==> config.mk <==
export PLATFORM = sky130hd
export DESIGN_NAME = regfile_writeback_flat
export DESIGN_NICKNAME = d
export VERILOG_FILES = /design/src/rtl/regfile_writeback_if.sv /design/src/rtl/regfile_writeback.sv /design/src/flat_wrapper.sv
export SDC_FILE = /design/constraint.sdc
export NUM_CORES = 1
export LEC_CHECK = 0
export ABC_AREA = 0
export CAP_MARGIN = 30
export CORE_ASPECT_RATIO = 1.75
export CORE_MARGIN = 2
export CORE_UTILIZATION = 33
export CTS_CLUSTER_DIAMETER = 120
export DETAILED_ROUTE_END_ITERATION = 8
export SLEW_MARGIN = 20
export SYNTH_ARGS = -nofsm -noshare
export SYNTH_HDL_FRONTEND = slang
export SYNTH_SLANG_ARGS = --single-unit
==> constraint.sdc <==
create_clock -name clk -period 3.2 [get_ports clk]
set_input_delay 0.96 -clock clk [delete_from_list [all_inputs] [get_ports clk]]
set_output_delay 0.96 -clock clk [all_outputs]
set_load 0.05 [all_outputs]
==> src/rtl/regfile_writeback_if.sv <==
// Bundle of signals between the issuing pipeline / load unit and the
// register-file writeback arbiter.
interface regfile_writeback_if #(
    parameter int DEPTH = 4
);
    localparam int CNT_W = $clog2(DEPTH) + 1;

    logic             alu_valid;
    logic [4:0]       alu_rd;
    logic [31:0]      alu_data;
    logic             mem_valid;
    logic [4:0]       mem_rd;
    logic [31:0]      mem_data;
    logic             mem_ready;
    logic [4:0]       q_rs1;
    logic [4:0]       q_rs2;
    logic             q_hit1;
    logic             q_hit2;
    logic [4:0]       A3;
    logic [31:0]      WD3;
    logic             WE3;
    logic [CNT_W-1:0] fifo_count;

    modport master (
        output alu_valid, alu_rd, alu_data,
        output mem_valid, mem_rd, mem_data,
        output q_rs1, q_rs2,
        input  mem_ready, q_hit1, q_hit2,
        input  A3, WD3, WE3, fifo_count
    );

    modport slave (
        input  alu_valid, alu_rd, alu_data,
        input  mem_valid, mem_rd, mem_data,
        input  q_rs1, q_rs2,
        output mem_ready, q_hit1, q_hit2,
        output A3, WD3, WE3, fifo_count
    );
endinterface

==> src/rtl/regfile_writeback.sv <==
// Single write-port arbiter: ALU results win, load results wait in a small
// FIFO and drain whenever the ALU leaves the port idle.
module regfile_writeback #(
    parameter int DEPTH = 4
) (
    input  logic               clk,
    input  logic               srst,
    regfile_writeback_if.slave bus
);
    localparam int PTR_W = $clog2(DEPTH);
    localparam int CNT_W = PTR_W + 1;
    localparam logic [CNT_W-1:0] DEPTH_C = CNT_W'(DEPTH);

    logic [PTR_W-1:0] wr_ptr_q, wr_ptr_d;
    logic [PTR_W-1:0] rd_ptr_q, rd_ptr_d;
    logic [CNT_W-1:0] count_q, count_d;
    logic [4:0]       a3_q, a3_d;
    logic [31:0]      wd3_q, wd3_d;
    logic             we3_q, we3_d;

    // Every rd tag is compared each cycle for hazards and the head feeds the
    // write port directly, so the storage is read asynchronously.
    logic [4:0]       rd_mem   [DEPTH];
    logic [31:0]      data_mem [DEPTH];

    logic             mem_ready;
    logic             alu_wr;
    logic             push;
    logic             pop;
    logic [DEPTH-1:0] entry_valid;
    logic [DEPTH-1:0] hit1_vec;
    logic [DEPTH-1:0] hit2_vec;

    assign mem_ready = (count_q < DEPTH_C) && !srst;
    assign alu_wr    = bus.alu_valid && (bus.alu_rd != 5'd0);
    assign push      = bus.mem_valid && mem_ready && (bus.mem_rd != 5'd0);
    assign pop       = !alu_wr && (count_q != '0);

    always_comb begin
        wr_ptr_d = wr_ptr_q;
        rd_ptr_d = rd_ptr_q;
        count_d  = count_q;
        a3_d     = a3_q;
        wd3_d    = wd3_q;
        we3_d    = 1'b0;
        if (srst) begin
            wr_ptr_d = '0;
            rd_ptr_d = '0;
            count_d  = '0;
            a3_d     = '0;
            wd3_d    = '0;
        end else begin
            if (alu_wr) begin
                we3_d = 1'b1;
                a3_d  = bus.alu_rd;
                wd3_d = bus.alu_data;
            end else if (pop) begin
                we3_d = 1'b1;
                a3_d  = rd_mem[rd_ptr_q];
                wd3_d = data_mem[rd_ptr_q];
            end
            if (push) begin
                wr_ptr_d = wr_ptr_q + PTR_W'(1);
            end
            if (pop) begin
                rd_ptr_d = rd_ptr_q + PTR_W'(1);
            end
            case ({push, pop})
                2'b10:   count_d = count_q + CNT_W'(1);
                2'b01:   count_d = count_q - CNT_W'(1);
                default: count_d = count_q;
            endcase
        end
    end

    always_ff @(posedge clk) begin
        wr_ptr_q <= wr_ptr_d;
        rd_ptr_q <= rd_ptr_d;
        count_q  <= count_d;
        a3_q     <= a3_d;
        wd3_q    <= wd3_d;
        we3_q    <= we3_d;
    end

    always_ff @(posedge clk) begin
        if (push) begin
            rd_mem[wr_ptr_q]   <= bus.mem_rd;
            data_mem[wr_ptr_q] <= bus.mem_data;
        end
    end

    // A slot is live when its distance from the head is below the count.
    genvar gi;
    generate
        for (gi = 0; gi < DEPTH; gi++) begin : g_entry
            logic [PTR_W-1:0] offset;
            assign offset          = PTR_W'(gi) - rd_ptr_q;
            assign entry_valid[gi] = ({1'b0, offset} < count_q);
            assign hit1_vec[gi]    = entry_valid[gi] && (rd_mem[gi] == bus.q_rs1);
            assign hit2_vec[gi]    = entry_valid[gi] && (rd_mem[gi] == bus.q_rs2);
        end
    endgenerate

    assign bus.q_hit1 = (bus.q_rs1 != 5'd0) &&
                        ((|hit1_vec) || (we3_q && (a3_q == bus.q_rs1)));
    assign bus.q_hit2 = (bus.q_rs2 != 5'd0) &&
                        ((|hit2_vec) || (we3_q && (a3_q == bus.q_rs2)));

    assign bus.mem_ready  = mem_ready;
    assign bus.A3         = a3_q;
    assign bus.WD3        = wd3_q;
    assign bus.WE3        = we3_q;
    assign bus.fifo_count = count_q;
endmodule

==> src/flat_wrapper.sv <==
// flat-port wrapper written by rule: the top's interface ports become plain ports
module regfile_writeback_flat 
#(
    parameter int DEPTH = 4
)
  (clk, srst, bus_alu_valid, bus_alu_rd, bus_alu_data, bus_mem_valid, bus_mem_rd, bus_mem_data, bus_q_rs1, bus_q_rs2, bus_mem_ready, bus_q_hit1, bus_q_hit2, bus_A3, bus_WD3, bus_WE3, bus_fifo_count);
  regfile_writeback_if #(.DEPTH(DEPTH)) bus_i ();
  input  logic clk;
  input  logic srst;
  input wire logic [$bits(bus_i.alu_valid)-1:0] bus_alu_valid;
  input wire logic [$bits(bus_i.alu_rd)-1:0] bus_alu_rd;
  input wire logic [$bits(bus_i.alu_data)-1:0] bus_alu_data;
  input wire logic [$bits(bus_i.mem_valid)-1:0] bus_mem_valid;
  input wire logic [$bits(bus_i.mem_rd)-1:0] bus_mem_rd;
  input wire logic [$bits(bus_i.mem_data)-1:0] bus_mem_data;
  input wire logic [$bits(bus_i.q_rs1)-1:0] bus_q_rs1;
  input wire logic [$bits(bus_i.q_rs2)-1:0] bus_q_rs2;
  output wire logic [$bits(bus_i.mem_ready)-1:0] bus_mem_ready;
  output wire logic [$bits(bus_i.q_hit1)-1:0] bus_q_hit1;
  output wire logic [$bits(bus_i.q_hit2)-1:0] bus_q_hit2;
  output wire logic [$bits(bus_i.A3)-1:0] bus_A3;
  output wire logic [$bits(bus_i.WD3)-1:0] bus_WD3;
  output wire logic [$bits(bus_i.WE3)-1:0] bus_WE3;
  output wire logic [$bits(bus_i.fifo_count)-1:0] bus_fifo_count;
  assign bus_i.alu_valid = bus_alu_valid;
  assign bus_i.alu_rd = bus_alu_rd;
  assign bus_i.alu_data = bus_alu_data;
  assign bus_i.mem_valid = bus_mem_valid;
  assign bus_i.mem_rd = bus_mem_rd;
  assign bus_i.mem_data = bus_mem_data;
  assign bus_i.q_rs1 = bus_q_rs1;
  assign bus_i.q_rs2 = bus_q_rs2;
  assign bus_mem_ready = bus_i.mem_ready;
  assign bus_q_hit1 = bus_i.q_hit1;
  assign bus_q_hit2 = bus_i.q_hit2;
  assign bus_A3 = bus_i.A3;
  assign bus_WD3 = bus_i.WD3;
  assign bus_WE3 = bus_i.WE3;
  assign bus_fifo_count = bus_i.fifo_count;
  regfile_writeback #(.DEPTH(DEPTH)) u_core (.clk(clk), .srst(srst), .bus(bus_i));
endmodule
==> results of run 1 <==
timing repair:
action	in CTS	in global routing
setup buffers	4	1
pin swaps	11	12
endpoints found under the setup margin	3	3
gates resized for setup	45	8
placed cells by master, fill, tap and decap left out, types with 7 or more instances in the layout:
cell / count
a311oi_2: 30
buf_12: 9
buf_4: 39
clkbuf_16: 17
clkdlybuf4s50_1: 115
dfxtp_1: 43
edfxtp_1: 148
ha_1: 8
inv_1: 10
mux4_2: 37
nand2_1: 78
nand3_1: 7
nor2_1: 48
xnor2_1: 24
xor2_1: 30
critical path, cell delays in order:
cell and delay, ns:
dlygate4sd2_1 0.28, buf_4 0.15, xnor2_1 0.18, nand3_1 0.12
nor4_2 0.31, buf_4 0.17, o22a_4 0.14, buf_12 0.13
layout make-up:
type | count | area [µm²] | area share (%)
flip-flops and latches | 195 | 5390 | 48.9
multi-input cells | 320 | 2910 | 26.4
repair buffers | 177 | 1740 | 15.8
clock buffers | 20 | 447 | 4.05
well taps | 316 | 395 | 3.58
clock inverters | 12 | 106 | 0.964
inverters | 10 | 37.5 | 0.340
diodes | 2 | 5.00 | 0.0454
flip-flops by register name, indices dropped and copies added (netlist names), named ones only:
| name | count |
|---|---|
| u_core.data_mem | 128 |
| u_core.bus.WD3 | 32 |
| u_core.rd_mem | 20 |
| u_core.bus.A3 | 5 |
| u_core.bus.fifo_count | 3 |
| u_core.rd_ptr_q | 2 |
| u_core.wr_ptr_q | 2 |
| u_core.bus.WE3 | 1 |
Yosys cell counts (6+ instances only):
master      n  area, µm²
a21oi_1     7       35.0
a311oi_2   30        450
buf_4       8       60.1
clkbuf_1   22       82.6
dfxtp_1    47        941
edfxtp_1  148       4440
ha_1        9        113
inv_1      10       37.5
mux4_2     37        833
nand2_1    78        293
nand3_1     7       35.0
nor2_1     49        184
nor3_1      6       30.0
nor4_1      6       37.5
xnor2_1    25        219
xor2_1     31        272
per-stage QoR:
stage / setup WS, ns / util, %
floorplan: -0.0285 / -
CTS: -0.191 / 43.7
detailed placement: -0.459 / 41.1
finish: -0.193 / 43.9
global route: -0.234 / 43.9
global placement: -0.466 / 41.1
path summary, 6_finish.rpt:
kind | end | from | slack, ns
worst min register to register | u_core.bus.WD3[5] | u_core.bus.WD3[5] | 0.48
worst max register to register | u_core.bus.fifo_count[2] | u_core.bus.fifo_count[2] | 0.70
worst max-delay path | bus_q_hit1 | bus_q_rs1[3] | -0.19
worst min-delay path | u_core.bus.WD3[5] | u_core.bus.WD3[5] | 0.48
where the power goes:
part	switching, W	internal (W)	leakage, nW
clock	0.000903	0.00109	0.263
sequential	0.000223	0.00293	1.74
combinational	0.00162	0.00114	1.69
routing by layer:
layer	global-route usage [%]	vias up
li1	-	2425
met1	17.5	2661
met2	30.9	169
met3	3.26	42
met4	9.06	0
met5	0	-
cells by family (layout without fill, tap and decap cells):
logic type               after synthesis  count (layout)
multiplexers                          38              38
buffers and inverters                 50             219
flip-flops                           195             195
other                                  0               2
adder cells (fa/ha/maj)               10              10
AND/OR/NAND/NOR                      164             164
XOR/XNOR                              56              56
AO/OA/AOI/OAI                         52              52
==> impl_metrics.py, run 1 <==
metrics = {
    "layout": {
        "stdcell_count": 1052,
        "fin_nets": 819,
        "n_fill_cell": 2229,
        "drive_gt1_share_pct": 24.7,
        "design_area_um2": 11000,
        "syn_to_final_growth_pct": 31.3,
    },
    "sta": {
        "slew_violations": 0,
        "skew_ns": 0.00946,
        "rsz0062_at_grt": "yes",
        "finalWorstSetupSlack_ns": -0.193,
        "whs_ns": 0.481,
        "fin_crit_ns": 3.39,
        "hold_violations": 0,
        "finalCritPeriodShare_pct": 106,
        "tns_ns": -0.240,
        "slew_headroom_pct": 38.8,
        "worst_slew_pin_slew_ns": 0.918,
        "fmax_ghz": 0.295,
        "finalSetupViolCount": 2,
    },
    "global_routing": {
        "grt_pass1_vias": 5668,
        "antenna_found_initial": 2,
        "grt_max_degree": 75,
        "grt-ovfl-total": 0,
        "grt_pass1_wl_um": 33400,
        "grt_util_all_layers_pct": 16.7,
    },
    "clock_network": {
        "root_buffer": "clkbuf_16",
        "clock_sinks": 195,
        "hold_buffers": 0,
        "max-clock-path-buffers": 2,
        "path_clk_slew_ns": 0.07,
        "htreeDepth": 4,
        "cts_made_buffers": 17,
        "tritoncts": "built",
        "clk_latency_ns": 0.43,
    },
    "place": {
        "place_area_um2": 10300,
        "routabilityCongestion": 0.896,
        "dp_cells": 1013,
        "port_buffers": 131,
        "dpl.hpwl_um": 15800,
    },
    "yosys": {
        "yosysUniqueCellTypes": 37,
        "yosys.area_share.simple_pct": 8.32,
        "ys_ff_latch": 195,
        "synth_area_per_cell_um2": 14.9,
        "ys_seq_area_share_pct": 64.1,
        "synth_top_family_by_area": "multiplexers",
        "netlist_instances": 565,
        "yosys.area_share.xor_xnor_pct": 5.84,
        "ys.flop_type": "edfxtp_1",
        "synthMuxAreaShare_pct": 10.0,
        "synth-async-reset-ratio_pct": 0,
        "syn_area_um2": 8400,
        "synth_compound_area_share_pct": 7.13,
        "synth_fa_ha_area_share_pct": 1.58,
        "synth_warnings": 0,
        "syn_nets": 663,
        "synth_edf_count": 148,
    },
    "route": {
        "wl_per_cell_um": 21.0,
        "drtIter0Drc": 360,
        "wl_um": 22100,
        "drc": 0,
        "first_pass_iters": 4,
        "routed.top_layer": "met4",
        "vias": 5297,
        "viasPerCell": 5.04,
        "antenna_left": 0,
        "wl_met3_um": 939,
        "wl_met2_um": 12300,
        "wl_met1_um": 7870,
    },
    "power": {
        "ir_drop_mv": 0.399,
        "powerDensity_nw_per_um2": 718,
        "p_leak_nw": 3.69,
        "finalPower_w": 0.00792,
    },
    "critical_path": {
        "path_class": "input port to primary output",
        "worstPathMaxFanout": 3,
        "worstRegToRegCells": 11,
        "worst_ep_arrival_time_ns": 2.43,
        "critPathRequiredTime_ns": 2.24,
        "startpoint_type": "input port",
        "crit_path_end_kind": "primary output",
    },
    "floorplan": {
        "initial_core_util_pct": 33.4,
        "core_um2": 25100,
        "io_pins": 132,
        "rows": 77,
        "die_x_um": 125,
        "die_h_um": 215,
        "die-area_um2": 26800,
    },
    "job": {
        "cap_violations": 0,
    },
    "status": {
        "violations": "negative setup slack",
        "status": "complete, but fails checks",
    },
    "hold_path": {
        "whs_path_depth": 2,
        "hp-class": "register to register",
    },
}
Power figures use the tool's default switching activity.
==> run 2, diff against run 1 <==
--- a/config.mk
+++ b/config.mk
@@ -12,6 +12,7 @@
 export CORE_UTILIZATION = 33
 export CTS_CLUSTER_DIAMETER = 120
 export DETAILED_ROUTE_END_ITERATION = 8
+export SKIP_CTS_REPAIR_TIMING = 1
 export SLEW_MARGIN = 20
 export SYNTH_ARGS = -nofsm -noshare
 export SYNTH_HDL_FRONTEND = slang
==> impl_metrics.py, run 2 (synthesized netlist as in run 1, its figures left out) <==
metrics = {
    "sta": {
        "worst_slew_pin_slew_ns": 0.928,
        "finalCritPeriodShare_pct": 106,
        "slew_violations": 0,
        "finalWorstSetupSlack_ns": -0.194,
        "hold_violations": 0,
        "fmax_ghz": 0.295,
        "slew_headroom_pct": 38.1,
        "fin_crit_ns": 3.39,
        "skew_ns": 0.00969,
        "finalSetupViolCount": 2,
        "rsz0062_at_grt": "yes",
    },
    "critical_path": {
        "path_class": "register to primary output",
        "worstPathMaxFanout": 2,
        "startpoint_type": "register",
        "worst_ep_arrival_time_ns": 2.43,
        "worstRegToRegCells": 11,
        "reg2reg_to": "u_core.bus.fifo_count[2]",
        "crit_path_end_kind": "primary output",
        "reg2reg_slack_ns": 0.72,
        "critPathRequiredTime_ns": 2.24,
        "reg2reg_from": "u_core.bus.fifo_count[2]",
    },
    "layout": {
        "fin_nets": 818,
        "regMostFlops": "u_core.data_mem",
        "n_fill_cell": 2222,
        "layout_common_cells": "148 x edfxtp_1, 115 x clkdlybuf4s50_1, 78 x nand2_1",
        "multi_input_area_um2": 2910,
        "largest_register_ffs": 128,
        "drive_gt1_share_pct": 24.4,
        "syn_to_final_growth_pct": 31.7,
        "layout_commonest_cell": "edfxtp_1",
        "design_area_um2": 11100,
        "seqCellArea_um2": 5390,
        "stdcell_count": 1051,
    },
    "route": {
        "viasPerCell": 4.97,
        "wl_per_cell_um": 21.0,
        "drtIter0Drc": 334,
        "drc": 0,
        "first_pass_iters": 4,
        "wl_um": 22100,
        "antenna_left": 0,
        "vias": 5228,
    },
    "hold_path": {
        "min_to": "u_core.bus.WD3[5]",
        "hp-class": "register to register",
        "hp-start": "u_core.bus.WD3[5]",
        "whs_path_depth": 2,
    },
    "floorplan": {
        "initial_core_util_pct": 33.4,
        "core_um2": 25100,
        "die_x_um": 125,
        "io_pins": 132,
        "die-area_um2": 26800,
        "rows": 77,
        "die_h_um": 215,
    },
    "clock_network": {
        "clock_sinks": 195,
        "tritoncts": "built",
        "max-clock-path-buffers": 2,
        "clk_latency_ns": 0.43,
        "root_buffer": "clkbuf_16",
        "cts_made_buffers": 17,
        "htreeDepth": 4,
        "path_clk_slew_ns": 0.07,
    },
    "global_routing": {
        "grt_util_all_layers_pct": 16.5,
        "antenna_found_initial": 2,
        "grt-ovfl-total": 0,
        "grt_pass1_wl_um": 33100,
        "grt_pass1_vias": 5602,
        "grt_max_degree": 75,
    },
    "power": {
        "swShare_pct": 34.8,
        "powerDensity_nw_per_um2": 717,
        "p_clk_share_pct": 25.2,
        "ir_drop_mv": 0.399,
        "p_comb_share_pct": 35.0,
        "netSwitchingPower_w": 0.00276,
        "p_int_w": 0.00517,
        "p_leak_nw": 3.74,
        "power_frac_seq_pct": 39.8,
    },
    "status": {
        "violations": "negative setup slack",
        "status": "complete, but fails checks",
    },
    "place": {
        "routabilityCongestion": 0.896,
        "port_buffers": 131,
        "place_area_um2": 10300,
        "dp_cells": 1013,
        "dpl.hpwl_um": 15800,
    },
    "job": {
        "cap_violations": 0,
    },
}
## run 2: cell types whose count changed in the layout (fill, tap and decap cells not counted), sizes merged
cell           delta
dlymetal6s2s      +7
buf               -5
dlygate4sd2       -5
clkbuf            +3
clkdlybuf4s15     -1
## run 2: metal layers
| metal | wire length, µm | part of all wire (%) | vias up | GRT usage (%) |
|---|---|---|---|---|
| met5 | 0 | 0 | - | 0 |
| met4 | 864 | 3.9 | 0 | 8.35 |
| met3 | 841 | 3.8 | 35 | 3.24 |
| met2 | 12400 | 56 | 159 | 30.9 |
| met1 | 7970 | 36 | 2616 | 17.3 |
| li1 | - | - | 2418 | - |
## run 2: worst max-delay path: stages, from the launching register on
cell and delay [ns]:
dfxtp_2 0.34, xnor2_2 0.17, inv_1 0.07, ha_1 0.27
nand2b_1 0.12, o22ai_4 0.09, or4_1 0.53, nand4_1 0.12
o22a_4 0.16, buf_12 0.13
## run 2: power by group through the flow
stage / logic, W / clock network [W] / registers, W
2_1_floorplan: 0.00137 / 0 / 0.00348
3_3_place_gp: 0.00262 / 0 / 0.00320
3_5_place_dp: 0.00267 / 0 / 0.00321
4_1_cts: 0.00268 / 0.00204 / 0.00315
5_1_grt: 0.00295 / 0.00214 / 0.00319
6_report: 0.00278 / 0.00200 / 0.00316
## run 2: how the worst max path moves through the flow
stage          slack (ns)                from  cells past startpoint         end
4_1_cts             -0.47        bus_q_rs1[3]                      8  bus_q_hit1
6_report            -0.19  u_core.rd_ptr_q[0]                      9  bus_q_hit1
2_1_floorplan       -0.03        bus_q_rs2[4]                      6  bus_q_hit2
3_3_place_gp        -0.47        bus_q_rs2[4]                      7  bus_q_hit2
3_5_place_dp        -0.46        bus_q_rs1[3]                      8  bus_q_hit1
5_1_grt             -0.28  u_core.rd_ptr_q[0]                      9  bus_q_hit1
## run 2: layout make-up
type                    instances  share of cell area, %
flip-flops and latches        195                   48.7
multi-input cells             320                   26.3
repair buffers                176                   16.0
clock buffers                  20                   4.04
well taps                     316                   3.57
clock inverters                12                  0.961
inverters                      10                  0.339
diodes                          2                 0.0452
## run 2: metrics by stage
stage / power [W] / setup WS, ns / utilization, % / TNS, ns / hold slack (ns)
finish: 0.00793 / -0.194 / 44.0 / -0.261 / 0.482
global route: 0.00828 / -0.284 / 44.0 / -0.496 / 0.505
CTS: 0.00787 / -0.474 / 43.3 / -0.928 / 0.485
detailed placement: 0.00587 / -0.459 / 41.1 / -7.74 / 0.476
global placement: 0.00582 / -0.466 / 41.1 / -6.19 / 0.471
floorplan: 0.00486 / -0.0285 / - / -0.0285 / 0.514
==> RTL change, RTL diff (settings of run 1) <==
`DEPTH` is set to 4 in 3 places; all go to 2.
--- a/src/rtl/regfile_writeback_if.sv
+++ b/src/rtl/regfile_writeback_if.sv
@@ -1,7 +1,7 @@
 // Bundle of signals between the issuing pipeline / load unit and the
 // register-file writeback arbiter.
 interface regfile_writeback_if #(
-    parameter int DEPTH = 4
+    parameter int DEPTH = 2
 );
     localparam int CNT_W = $clog2(DEPTH) + 1;
 
--- a/src/rtl/regfile_writeback.sv
+++ b/src/rtl/regfile_writeback.sv
@@ -1,7 +1,7 @@
 // Single write-port arbiter: ALU results win, load results wait in a small
 // FIFO and drain whenever the ALU leaves the port idle.
 module regfile_writeback #(
-    parameter int DEPTH = 4
+    parameter int DEPTH = 2
 ) (
     input  logic               clk,
     input  logic               srst,
--- a/src/flat_wrapper.sv
+++ b/src/flat_wrapper.sv
@@ -1,7 +1,7 @@
 // flat-port wrapper written by rule: the top's interface ports become plain ports
 module regfile_writeback_flat 
 #(
-    parameter int DEPTH = 4
+    parameter int DEPTH = 2
 )
   (clk, srst, bus_alu_valid, bus_alu_rd, bus_alu_data, bus_mem_valid, bus_mem_rd, bus_mem_data, bus_q_rs1, bus_q_rs2, bus_mem_ready, bus_q_hit1, bus_q_hit2, bus_A3, bus_WD3, bus_WE3, bus_fifo_count);
   regfile_writeback_if #(.DEPTH(DEPTH)) bus_i ();
Ports: changed (resized bus_fifo_count); port bits go from 132 to 131. No check against the original RTL was run, so the function may have changed too.
==> RTL change against run 1 <==
- maximum frequency up 7.8%
- sequential cell count shrank 78
- critical endpoint unchanged
- die area shrank 41%
- largest power group is now the clock network
- wire length decreased by 41%
- design area down 35%
- sequential power decreased by 39%
- total power fell by 29%
- area after synthesis decreased by 42%
- setup slack gained 0.25 ns
==> RTL change: results (changes against run 1) <==
- Leakage power: 0.00248 µW (was 0.00369 µW)
- Max reg flops: 64 (was 128)
- Post-synth top cells: edfxtp_1, nand2_1, a21oi_1 (was edfxtp_1, nand2_1, nor2_1)
- Arrival @ worst endpoint: 2.19 ns (was 2.43 ns)
- GPL Wtd Cong: 0.826 (was 0.896)
- Slowest cell on the critical path: dlygate4sd2_1 (was nor4_2)
- Post-Place Cells: 711 (was 1013)
- Routed len/inst: 17.6 µm (was 21.0 µm)
- Met1 wire length: 4650 µm (was 7870 µm)
- Detail Route met3 WL: 538 µm (was 939 µm)
- Relative slew margins: 62.5% (was 38.8%)
- HP Start: u_core.rd_ptr_q (was u_core.bus.WD3[5])
- Peak supply drop: 434 µV (was 399 µV)
- Total power: 5610 µW (was 7920 µW)
- Reg2Reg Depth: 5 (was 11)
- Met2 Routed Length: 7370 µm (was 12300 µm)
- Register share of total power: 34.3% (was 39.9%)
- Post-CTS setup buffer count: 0 (was 4)
- Clock Skew: 0.00875 ns (was 0.00946 ns)
- Synth cell types: 27 (was 37)
- Outcome: completed (was finished with violations)
- First-pass GRT wire length: 19800 µm (was 33400 µm)
- Top cells by area, synth: edfxtp_1, dfxtp_1, mux2i_1, o211ai_1, nand2_1 (was edfxtp_1, dfxtp_1, mux4_2, a311oi_2, nand2_1)
- Synth Area in XOR/XNOR: 5.95% (was 5.84%)
- Top Consumer: the clock network (was sequential cells)
- Iter 0 DRT Violations: 165 (was 360)
- Worst flop-to-flop path startpoint: u_core.bus.fifo_count[1] (was u_core.bus.fifo_count[2])
- Met1 Use GR: 16.9% (was 17.5%)
- Register area share after synthesis: 63.5% (was 64.1%)
- Vias in the first global route: 3905 (was 5668)
- Hold_ws: 0.556 ns (was 0.481 ns)
- Vias per cell: 4.94 (was 5.04)
- Buffers on Ports: 130 (was 131)
- Clock network power: 2060 µW (was 2000 µW)
- Worst Path Max Fanout: 4 (was 3)
- Detailed placement HPWL: 9280 µm (was 15800 µm)
- Met3 usage: 3.70% (was 3.26%)
- Pre-CTS setup slack: -0.188 ns (was -0.459 ns)
- Number of synthesized flops with an enable pin: 74 (was 148)
- Clk_lat worst skew: 0.40 ns (was 0.43 ns)
- Final #Nets: 639 (was 819)
- Post-CTS sizing: 10 (was 45)
- Share of layout cells above drive strength 1: 11.4% (was 24.7%)
- Post-synthesis adder-cell area fraction: 0.258% (was 1.58%)
- Psw: 1730 µW (was 2750 µW)
-- RTL change: changes by cell type after synthesis, sizes merged, moves of 8 or more --
cell and change:
a21oi +37, a311oi -35, buf -9, edfxtp -74
ha -8, inv -9, mux2i +36, mux4 -37
nor2 -38, o211ai +37, xnor2 -11, xor2 -12
-- RTL change: how the worst max path moves through the flow --
stage | from | endpoint | slack (ns)
after detailed placement | bus_q_rs1[4] | bus_q_hit1 | -0.19
after floorplan | srst | u_core.data_mem[0][0] | 0.20
after global placement | bus_q_rs1[0] | bus_q_hit1 | -0.14
final | bus_q_rs1[2] | bus_q_hit1 | 0.05
after global routing | bus_q_rs2[2] | bus_q_hit2 | 0.009
after CTS | bus_q_rs2[2] | bus_q_hit2 | 0.03
-- RTL change: cell type report --
class                      count  area, µm²
multi-input combinational    262       1700
tap                          180        225
clock inverter                10        176
timing repair buffer         151       1520
inverter                       1       3.75
fill                        1320       7190
clock buffer                  22        474
sequential                   117       3080
